## src/rtl/y86_mem_pkg.sv

```systemverilog
// Shared types and defaults for the Y86-64 data-memory access controller.
// Port indices double as the round-robin pointer encoding.
package y86_mem_pkg;

  typedef enum logic [2:0] {
    ST_IDLE   = 3'd0,
    ST_ACCESS = 3'd1,
    ST_WAIT   = 3'd2,
    ST_RESP   = 3'd3,
    ST_ERR    = 3'd4
  } state_e;

  localparam int unsigned AW_DEF         = 13;
  localparam logic [63:0] ADDR_LIMIT_DEF = 64'd258;

  localparam logic PORT_MEM = 1'b0;
  localparam logic PORT_AUX = 1'b1;

endpackage

```

## src/rtl/rr_arb2.sv

```systemverilog
// Two-way round-robin arbiter: a lone request always wins, a tie goes to
// the port named by ptr. The owner of ptr advances it on every grant.
module rr_arb2
  import y86_mem_pkg::*;
(
  input  logic [1:0] req,
  input  logic       en,
  input  logic       ptr,
  output logic [1:0] gnt
);

  always_comb begin
    gnt = 2'b00;
    if (en) begin
      if (req == 2'b11) begin
        gnt = (ptr == PORT_AUX) ? 2'b10 : 2'b01;
      end else begin
        gnt = req;
      end
    end
  end

endmodule

```

## src/rtl/dmem_access_ctrl.sv

```systemverilog
// Serialises two requesters onto the single-port data RAM, one transaction
// in flight, with a fixed read latency and out-of-range address trapping.
module dmem_access_ctrl
  import y86_mem_pkg::*;
#(
  parameter int unsigned AW         = AW_DEF,
  parameter logic [63:0] ADDR_LIMIT = ADDR_LIMIT_DEF,
  parameter int          RD_LAT     = 1
) (
  input  logic          clk,
  input  logic          rst_n,
  input  logic          p0_req,
  input  logic          p0_we,
  input  logic [63:0]   p0_addr,
  input  logic [63:0]   p0_wdata,
  output logic          p0_gnt,
  output logic          p0_rvalid,
  output logic [63:0]   p0_rdata,
  output logic          p0_err,
  input  logic          p1_req,
  input  logic          p1_we,
  input  logic [63:0]   p1_addr,
  input  logic [63:0]   p1_wdata,
  output logic          p1_gnt,
  output logic          p1_rvalid,
  output logic [63:0]   p1_rdata,
  output logic          p1_err,
  output logic          ram_en,
  output logic          ram_we,
  output logic [AW-1:0] ram_addr,
  output logic [63:0]   ram_wdata,
  input  logic [63:0]   ram_rdata,
  output logic [2:0]    dbg_state
);

  if (RD_LAT < 1 || RD_LAT > 7) begin : g_bad_rd_lat
    $error("dmem_access_ctrl: RD_LAT must be within 1..7");
  end

  state_e          state_q, state_d;
  logic            port_q, port_d;
  logic            we_q, we_d;
  logic [AW-1:0]   addr_q, addr_d;
  logic [63:0]     wdata_q, wdata_d;
  logic [63:0]     rdata_q, rdata_d;
  logic [2:0]      cnt_q, cnt_d;
  logic            rr_ptr_q, rr_ptr_d;
  logic [1:0]      gnt;
  logic [63:0]     sel_addr;

  // Handshake: a requester holds req with we/addr/wdata stable until it sees
  // gnt high; the fields are captured on that edge. Exactly one rvalid pulse
  // (with err) follows on the same port. Grants are only issued from IDLE.
  rr_arb2 u_arb (
    .req ({p1_req, p0_req}),
    .en  ((state_q == ST_IDLE) && rst_n),
    .ptr (rr_ptr_q),
    .gnt (gnt)
  );

  assign sel_addr = gnt[1] ? p1_addr : p0_addr;

  always_ff @(posedge clk or negedge rst_n) begin
    if (!rst_n) begin
      state_q  <= ST_IDLE;
      port_q   <= PORT_MEM;
      we_q     <= 1'b0;
      addr_q   <= '0;
      wdata_q  <= '0;
      rdata_q  <= '0;
      cnt_q    <= '0;
      rr_ptr_q <= PORT_MEM;
    end else begin
      state_q  <= state_d;
      port_q   <= port_d;
      we_q     <= we_d;
      addr_q   <= addr_d;
      wdata_q  <= wdata_d;
      rdata_q  <= rdata_d;
      cnt_q    <= cnt_d;
      rr_ptr_q <= rr_ptr_d;
    end
  end

  always_comb begin
    state_d  = state_q;
    port_d   = port_q;
    we_d     = we_q;
    addr_d   = addr_q;
    wdata_d  = wdata_q;
    rdata_d  = rdata_q;
    cnt_d    = cnt_q;
    rr_ptr_d = rr_ptr_q;
    case (state_q)
      ST_IDLE: begin
        if (|gnt) begin
          port_d   = gnt[1];
          we_d     = gnt[1] ? p1_we : p0_we;
          addr_d   = sel_addr[AW-1:0];
          wdata_d  = gnt[1] ? p1_wdata : p0_wdata;
          rr_ptr_d = ~gnt[1];
          // Range check uses the full 64-bit address, not the truncated RAM index.
          state_d  = (sel_addr >= ADDR_LIMIT) ? ST_ERR : ST_ACCESS;
        end
      end
      ST_ACCESS: begin
        cnt_d   = 3'(RD_LAT);
        state_d = ST_WAIT;
      end
      ST_WAIT: begin
        if (cnt_q == 3'd1) begin
          rdata_d = we_q ? 64'd0 : ram_rdata;
          state_d = ST_RESP;
        end else begin
          cnt_d = cnt_q - 3'd1;
        end
      end
      ST_RESP, ST_ERR: state_d = ST_IDLE;
      default:         state_d = ST_IDLE;
    endcase
  end

  always_comb begin
    p0_rvalid = 1'b0;
    p0_rdata  = '0;
    p0_err    = 1'b0;
    p1_rvalid = 1'b0;
    p1_rdata  = '0;
    p1_err    = 1'b0;
    ram_en    = 1'b0;
    ram_we    = 1'b0;
    ram_addr  = '0;
    ram_wdata = '0;
    case (state_q)
      ST_ACCESS: begin
        ram_en    = 1'b1;
        ram_we    = we_q;
        ram_addr  = addr_q;
        ram_wdata = wdata_q;
      end
      ST_RESP: begin
        if (port_q == PORT_MEM) begin
          p0_rvalid = 1'b1;
          p0_rdata  = rdata_q;
        end else begin
          p1_rvalid = 1'b1;
          p1_rdata  = rdata_q;
        end
      end
      ST_ERR: begin
        if (port_q == PORT_MEM) begin
          p0_rvalid = 1'b1;
          p0_err    = 1'b1;
        end else begin
          p1_rvalid = 1'b1;
          p1_err    = 1'b1;
        end
      end
      default: ;
    endcase
  end

  assign p0_gnt    = gnt[0];
  assign p1_gnt    = gnt[1];
  assign dbg_state = state_q;

endmodule

```

## config.mk

```make
export PLATFORM = sky130hd
export DESIGN_NAME = dmem_access_ctrl
export DESIGN_NICKNAME = d
export VERILOG_FILES = /design/src/rtl/y86_mem_pkg.sv /design/src/rtl/rr_arb2.sv /design/src/rtl/dmem_access_ctrl.sv
export SDC_FILE = /design/constraint.sdc
export NUM_CORES = 1
export LEC_CHECK = 0
export BUFFER_PORTS_ARGS = -buffer_cell sky130_fd_sc_hd__buf_2
export CAP_MARGIN = 0
export CELL_PAD_IN_SITES_DETAIL_PLACEMENT = 0
export CELL_PAD_IN_SITES_GLOBAL_PLACEMENT = 1
export CORE_AREA = 2 2 209 211
export DETAILED_ROUTE_END_ITERATION = 10
export DIE_AREA = 0 0 211 213
export GPL_TIMING_DRIVEN = 0
export PLACE_DENSITY = 0.54
export SYNTH_ARGS = -nofsm -noshare
export SYNTH_HDL_FRONTEND = slang
export SYNTH_SLANG_ARGS = --single-unit
```

## constraint.sdc

```tcl
create_clock -name clk -period 2.3 [get_ports clk]
set_input_delay 0.23 -clock clk [delete_from_list [all_inputs] [get_ports clk]]
set_output_delay 0.23 -clock clk [all_outputs]
set_load 0.02 [all_outputs]
```

======== Yosys cells after proc, flatten, opt, wreduce, memory -nomap -nowiden ========
Cells that the tools add are included.
storage, ports and cells
  output and inout port bits .............. 216
  RAM bits ................................ 0
  memories kept ........................... 0
  latch bits .............................. 0
  bits in read-only memories .............. 0
  input bits .............................. 326
  register bits after elaboration ......... 150
  word-level logic and storage cells ...... 56
operators by class
  div/mod/pow operators ................... 0
  multiply operators ...................... 0
  shift operators ......................... 0
  add/subtract/negate cells ............... 1
  $lt $le $gt $ge ......................... 1
  reductions and logical operators ........ 9
  eq/ne operators ......................... 9
  mux-type cells .......................... 27
  bitwise operators ....................... 1
operator list
  operator                                               number
  two-way mux 64 bit                                     8
  >= comparator 64 x 9 -> 1 bit (second input constant)  1
  two-way mux 13 bit                                     1
  two-way mux 3 bit                                      4
  two-way mux 1 bit                                      9
  one-hot mux 3 bit (3 select lines)                     1
  AND reduction 2 bit                                    4
  == test 3 x 1 -> 1 bit (second input constant)         2
  == test 3 x 2 -> 1 bit (second input constant)         2
  two-way mux 2 bit                                      3
  one-hot mux 3 bit (2 select lines)                     1
  != test 2 bit (second input constant)                  2
  OR reduction 2 bit                                     2
  == test 3 bit (second input constant)                  1
  zero test 3 bit                                        1
  subtractor 3 x 1 -> 3 bit (second input constant)      1
  == test 2 bit (second input constant)                  1
  != test 2 x 1 -> 1 bit (second input constant)         1
  nonzero test 2 bit                                     1
  logical AND 1 bit                                      1
  NOT 1 bit                                              1

======== Logic depth before layout (Yosys ltp) ========
Gate-level depths: netlist (run 1).
  depth after elaboration ................. 8
  gate-level depth with buffers ........... 9
  gate-level depth less buffers ........... 7

======== By module ========
A second synthesis (run 1) with hierarchy kept.
second synthesis, totals
  cell total of the unflattened synthesis .. 1036
  area total of the unflattened synthesis .. 8773.4 µm²
modules (own cells, without submodules)
  module            cells each  area each (µm²)  times used
  dmem_access_ctrl  1031        8752.1           1
  rr_arb2           5           21.3             1

======== Worst setup path before layout (run 1) ========
OpenSTA, ideal clock, no wires.
  kind .................................... register -> output
  start ................................... register state_q[0], in the netlist dbg_state[0]
  end ..................................... output port p0_rdata[10]
  stages on the path, launching flop included .. 7
  data arrival time ....................... 1774 ps
  path slack .............................. 296 ps
  path through ............................ dfrtp_1 -> buf_2 -> inv_2 -> or3_1 -> nor2_2 -> buf_2 -> and2_1
on the way
  word-level cells in the longest chain between the ends .. 2
ends and longest elaborated chain
  element                 line                     RTL
  from (decl)             dmem_access_ctrl.sv:40   state_e state_q, state_d;
  from (signal assigned)  dmem_access_ctrl.sv:74   state_q <= state_d;
  == test 3 x 2 -> 1 bit  dmem_access_ctrl.sv:134  case (state_q)
  two-way mux 64 bit      dmem_access_ctrl.sv:134
  to (decl)               dmem_access_ctrl.sv:18   output logic [63:0] p0_rdata,
No other way between the ends.

======== Worst setup path after layout (run 1) ========
  start ................................... register state_q[0], in the netlist dbg_state[0]
  end ..................................... output port p1_rdata[48]
on the way
  word-level cells in the longest chain between the ends .. 2
ends and longest elaborated chain
  element                 line                     RTL
  == test 3 x 2 -> 1 bit  dmem_access_ctrl.sv:134
  two-way mux 64 bit      dmem_access_ctrl.sv:134
  to (decl)               dmem_access_ctrl.sv:26   output logic [63:0] p1_rdata,
No other way between the ends.

==> results of run 1 <==
-- critical path: stages (launching register included) --
cell	delay, ps
dfrtp_1	360
buf_6	140
inv_6	50
or3_4	430
nor2_4	120
buf_12	180
buf_6	150
and2_1	150
buf_4	140
-- flip-flops by register name (all words and copies together) (netlist names) --
signal,count
rdata_q,64
dbg_state,3
rr_ptr_q,1
cnt_q,3
addr_q,13
we_q,1
port_q,1
wdata_q,64
-- timing repair --
item | in CTS | in global routing
resized for setup | 249 | 139
endpoints found under the setup margin | 286 | 209
setup buffers | 17 | 15
pin swaps | 14 | 13
cloned | 1 | 5
endpoints found under the hold margin | 168 | 76
-- layout by cell type, fill, tap and decap left out, types with 2 or more instances in the layout --
cell / netlist / final
buf_2: 30 / 397
dfrtp_1: 150 / 150
and2_1: 206 / 140
dlygate4sd3_1: 0 / 122
buf_4: 7 / 117
nand2_1: 82 / 82
o21ai_1: 78 / 78
buf_6: 5 / 76
inv_1: 68 / 68
and2_4: 0 / 66
nand2b_1: 66 / 66
a222oi_1: 65 / 65
nor4_1: 28 / 28
clkbuf_1: 28 / 23
clkbuf_16: 0 / 22
buf_12: 0 / 14
mux2i_1: 13 / 13
nor2_1: 10 / 10
buf_8: 0 / 9
clkbuf_8: 0 / 7
a21oi_1: 6 / 6
nand3_1: 6 / 5
nand4_1: 5 / 5
o21ai_0: 4 / 4
nor3_1: 3 / 3
clkbuf_4: 0 / 3
bufinv_16: 0 / 3
diode_2: 0 / 2
inv_4: 0 / 2
nor2_4: 0 / 2
a21o_1: 2 / 2
ha_1: 2 / 2
clkinvlp_4: 0 / 2
clkinv_4: 0 / 2
-- stage by stage --
stage	instance area, µm²	cells	setup slack [ps]	hold WS (ps)
6_report	14940	2164	-94.73	-305.5
3_3_place_gp	11500	1973	-3089	446.6
5_1_grt	14940	2163	-181.7	-293.5
3_5_place_dp	11540	1974	-910.1	258.4
2_1_floorplan	8108	886	296.1	-65.59
4_1_cts	14270	2142	-146.9	-303.8
-- power by group --
group	total [mW]	switching, mW	internal [mW]
Clock	2.92	1.16	1.76
Combinational	1.76	0.854	0.904
Sequential	3.31	0.253	3.06
-- worst max-delay path by stage --
stage	depth (start not counted)	startpoint	to	slack, ps
final	8	dbg_state[0]	p1_rdata[48]	-90
after global placement	7	rst_n	p1_gnt	-3090
after CTS	8	dbg_state[1]	p1_rdata[41]	-150
after floorplan	6	dbg_state[0]	p0_rdata[10]	300
after detailed placement	8	rst_n	p1_gnt	-910
after global routing	8	dbg_state[0]	p1_rdata[48]	-180
-- layout make-up --
| cell class | count | area (µm²) |
|---|---|---|
| diodes | 2 | 5.005 |
| plain buffers | 68 | 608.1 |
| clock buffers | 23 | 467.9 |
| clock inverters | 7 | 122.6 |
| fillers | 4487 | 27760 |
| inverters | 71 | 276.5 |
| multi-input cells | 595 | 3920 |
| flip-flops and latches | 150 | 3754 |
| well taps | 546 | 683.2 |
| repair buffers | 702 | 5102 |
-- per-layer routing --
metal	wire length, µm	vias up	GRT usage [%]
met2	20000	440	29.73
met4	718	14	5.512
li1	-	4472	-
met1	17090	4453	21.80
met3	3137	43	5.354
met5	93	-	0
-- cells by family (layout without fill, tap and decap cells) --
group,after synthesis,count (layout),share of synthesized area (%)
buf+inv,141,871,7.778
xor+xnor,1,1,0.1080
fa+ha+maj,2,2,0.3086
compound gates,164,164,14.52
simple gates,415,415,29.38
other cells,0,2,0
flops,150,150,46.30
mux,13,13,1.605
==> out/metrics.yaml, run 1 <==
ir_drop_uv: 501.8
holdWs_ps: -305.5
cts_tree: "done"
ys_ff_latch: 150
ys_top_cells_by_area: "dfrtp_1 46%, and2_1 16%, a222oi_1 8.0%"
grtUsageTotal_pct: 17.72
reg2reg_depth: 10
areaGrowthSynthToFinish_pct: 84.26
cellPowerDensity_nw_per_um2: 534.7
reg2reg_slack_ps: 120
std_cell_rows: 76
total_power_mw: 7.988
portBuffers: 541
synthesis.area_um2: 8108
yosysTopAreaCell: "dfrtp_1"
synth_area_per_cell_um2: 9.151
hold_class: "primary input to asynchronous set/reset pin"
skew_ps: 9.392
cts-root-buf: "clkbuf_16"
grt_max_degree: 79
status: "finished with violations"
slew-limit-headroom_pct: 53.13
antenna_found_initial: 10
synth_edf_count: 0
wl_um: 41040
clock_path_buffers: 2
htree_num_levels: 4
min_period_over_period_pct: 104.1
rsz0062_at_grt: "true"
drv_cap: 0
drc: 0
fmax_mhz: 417.6
drive_gt1_share_pct: 45.36
die_height_um: 213
cts_sinks: 150
worstMarginPinSlew_ps: 696.7
period_minus_slack_ps: 2395
dpl.hpwl_um: 31070
grt_pass1_wl_um: 59540
initial_core_util_pct: 18.99
p_leak_nw: 7.791
wl_per_cell_um: 18.96
hold_viol: 76
yosysWarnings: 0
async_flop_share_pct: 100.0
yosysMostFrequentCell: "and2_1"
firstDrtPassIters: 9
seq_area_frac_synth_pct: 46.30
synthTopCellsByCount: "206 x and2_1, 150 x dfrtp_1, 82 x nand2_1, 78 x o21ai_1, 68 x inv_1"
critPathKind: "flop to output pin"
worstPathArrival_ps: 2160
setup_violations: 128
ys_types: 39
syn-num-nets: 1214
setup_tns_ps: -5799
vias: 9422
nets: 1933
slew_viol_final: 0
detail-route-antenna-nets: 0
ctsHoldBuffers: 122
grt_pass1_vias: 9718
failed_checks: "negative hold slack, negative setup slack"
die_w_um: 211
worstSetupEndpointType: "output pin"
critPathMaxFanout: 10
synth_top_area_share_pct: 46.30
crit_required_ps: 2070
viasPerCell: 4.354
cts_buffers: 17
grt_overflow_total: 0
fin_ws_ps: -94.73
clock_latency_ps: 440
clk_pin_slew_worst_paths_ps: 60
regToRegStartpoint: "dbg_state[0]"
ys.flop_type: "dfrtp_1"
drt_iter0_markers: 597
post-route-util_pct: 34.99
rr_endpoint: "addr_q[11]"
ios: 542
syn_inst: 886
dieArea_um2: 44940
core_um2: 42700
crit_path_start_kind: "flop"
place.gp.congestion: 0.9582
Note: power is estimated with default switching activity, not from simulation.
==> run 2: changes to the inputs <==
--- a/config.mk
+++ b/config.mk
@@ -12,7 +12,6 @@
 export CORE_AREA = 2 2 209 211
 export DETAILED_ROUTE_END_ITERATION = 10
 export DIE_AREA = 0 0 211 213
-export GPL_TIMING_DRIVEN = 0
 export PLACE_DENSITY = 0.54
 export SYNTH_ARGS = -nofsm -noshare
 export SYNTH_HDL_FRONTEND = slang
==> constraint.sdc (replaced) <==
create_clock -name clk -period 2.3 [get_ports clk]
set_input_delay 0.46 -clock clk [delete_from_list [all_inputs] [get_ports clk]]
set_output_delay 0.46 -clock clk [all_outputs]
set_load 0.02 [all_outputs]
==> out/metrics.yaml, run 2 (synthesis results as in run 1) <==
layout_common_cells: "385 x buf_2, 188 x and2_1, 149 x dfrtp_1, 146 x buf_4, 82 x nand2_1"
status: "finished with violations"
drt_iter0_markers: 578  # -3.2%
drv_cap: 0  # unchanged
worstPathArrival_ps: 2030  # -130 ps
met3_usage_pct: 5.824  # +0.47 points
grt.busiest_layer: "met2"
path_cells: "inv_2 > or3_4 > nor2_4 > buf_12 > and2_1 > buf_4"
cts_buffers: 17  # unchanged
rr_endpoint: "wdata_q[7]"
cts_sinks: 150  # unchanged
post-route-util_pct: 29.97  # -5.0 points
std_cell_rows: 76  # unchanged
critPathBufInv: 3  # -2
wl_um: 35220  # -14%
failed_checks: "negative setup slack"
cp-endpoint: "p0_rdata[56]"
grt_pass1_vias: 8322  # -14%
setup_violations: 206  # +61%
worstSetupEndpointType: "output pin"
hold_viol: 0  # -100%
period_minus_slack_ps: 2487  # +91.85 ps
portBuffers: 541  # unchanged
clock_latency_ps: 440  # about the same
grt_use_met2_pct: 23.68  # -6.0 points
cp_slowest_cell: "or3_4"
cts-root-buf: "clkbuf_16"
detail-route-antenna-nets: 0  # unchanged
core_um2: 42700  # unchanged
worstMarginPinSlew_ps: 892.3  # +195.6 ps
regToRegStartpoint: "dbg_state[1]"
drive_gt1_share_pct: 44.77  # -0.59 points
clock_path_buffers: 2  # unchanged
place.gp.congestion: 0.9422  # -1.7%
grt_overflow_total: 0  # unchanged
grtUsageTotal_pct: 15.08  # -2.6 points
antenna_found_initial: 8  # -2
vias: 8495  # -9.8%
die_height_um: 213  # unchanged
die_w_um: 211  # unchanged
slew_viol_final: 0  # unchanged
crit_start: "dbg_state[0]"
skew_ps: 12.98  # +3.583 ps
cellPowerDensity_nw_per_um2: 613.5  # +15%
slew-limit-headroom_pct: 40.52  # -13 points
dpl.hpwl_um: 25860  # -17%
critPathKind: "flop to output pin"
min_period_over_period_pct: 108.1  # +4.0 points
cp_num_cells: 6  # -2
layout.cells.non_filler: 1972  # -8.9%
crit_path_start_kind: "flop"
grt.met1_usage_pct: 19.06  # -2.7 points
setup_tns_ps: -17850  # -12050 ps
viasPerCell: 4.308  # -1.1%
drc: 0  # unchanged
biggestRegsByFlops: "rdata_q (64), wdata_q (64), addr_q (13)"
areaGrowthSynthToFinish_pct: 57.82
p_leak_nw: 6.844  # -12%
reg2reg_depth: 8  # -2
rsz0062_at_grt: "true"
firstDrtPassIters: 8  # -1
final_common_cell: "buf_2"
htree_num_levels: 4  # unchanged
critPathTopFamily: "simple AND/OR/NAND/NOR gates"
grt_max_degree: 151  # +91%
ctsHoldBuffers: 0  # -100%
clk_pin_slew_worst_paths_ps: 60  # about the same
nets: 1741  # -9.9%
reg2reg_slack_ps: 220  # +100 ps
ios: 542  # unchanged
cts_tree: "done"
critPathMaxFanout: 32  # +22
fmax_mhz: 402.2  # -3.7%
dp_cells: 1924  # -2.5%
dp_slack_ps: 162.6  # +1073 ps
critPathMaxStageDelay_ps: 420  # about the same
fin_ws_ps: -186.6  # -91.85 ps
wl_per_cell_um: 17.86  # -5.8%
hold_class: "primary input to asynchronous set/reset pin"
initial_core_util_pct: 18.99  # unchanged
holdWs_ps: 180.9  # +486.4 ps
grt_pass1_wl_um: 51070  # -14%
ir_drop_uv: 477.0  # -4.9%
crit_required_ps: 1840  # -230 ps
dieArea_um2: 44940  # unchanged
## run 2: cell types whose count changed in the layout (fill, tap and decap cells not counted), sizes merged
cell,previous run,this run
clkinv,2,3
clkbuf,56,25
clkinvlp,2,1
bufinv,3,4
inv,71,74
diode,2,1
bufbuf,1,0
buf,614,573
dlygate4sd3,122,0
## run 2: where the power goes
group / switching, mW / total, mW / internal (mW)
logic: 0.754 / 1.47 / 0.714
registers: 0.256 / 3.31 / 3.06
clock network: 1.22 / 3.07 / 1.85
total: 2.23 / 7.85 / 5.62
## run 2: worst min path at each step
stage / from / end / cells after the start
after detailed placement: wdata_q[20] / wdata_q[20] / 2
final: rst_n / rdata_q[42] / 2
after floorplan: rst_n / addr_q[0] / 0
after CTS: p1_wdata[63] / wdata_q[63] / 3
after global placement: wdata_q[19] / wdata_q[19] / 2
after global routing: p1_wdata[35] / wdata_q[35] / 3
## run 2: cell type report
class | count | area (µm²)
inverters | 71 | 269.0
diodes | 1 | 2.502
fillers | 4629 | 29900
repair buffers | 578 | 3660
well taps | 546 | 683.2
clock buffers | 20 | 446.7
flip-flops and latches | 150 | 3755
multi-input cells | 595 | 3807
clock inverters | 11 | 172.7
## run 2: through the flow
| stage | total power [mW] | area (µm²) |
|---|---|---|
| CTS | 7.995 | 12420 |
| detailed placement | 4.808 | 11440 |
| floorplan | 4.101 | 8108 |
| global route | 8.316 | 12790 |
| finish | 7.850 | 12800 |
| global placement | 4.774 | 11440 |
## run 2: routing by layer
layer	share of wire, %	wire (µm)	vias to the layer above
li1	-	-	4072
met1	43	15320	3994
met2	45	15880	377
met3	9.2	3232	40
met4	2.0	712	12
met5	0.23	80	-
## run 2: worst register-to-register path, stage by stage, from the launching register on
cell and delay [ps]:
dfrtp_1 400, buf_4 170, nor4b_4 390, nand3_2 160
inv_4 110, buf_4 120, buf_12 310, a222oi_1 280
inv_1 80
## run 2: what timing repair did
item                                    in CTS  in global routing
setup buffers                                1                 13
endpoints found under the hold margin        0                  0
pin swaps                                    4                  8
gates resized for setup                    115                 95
gates cloned                                 1                  2
endpoints found under the setup margin     209                209
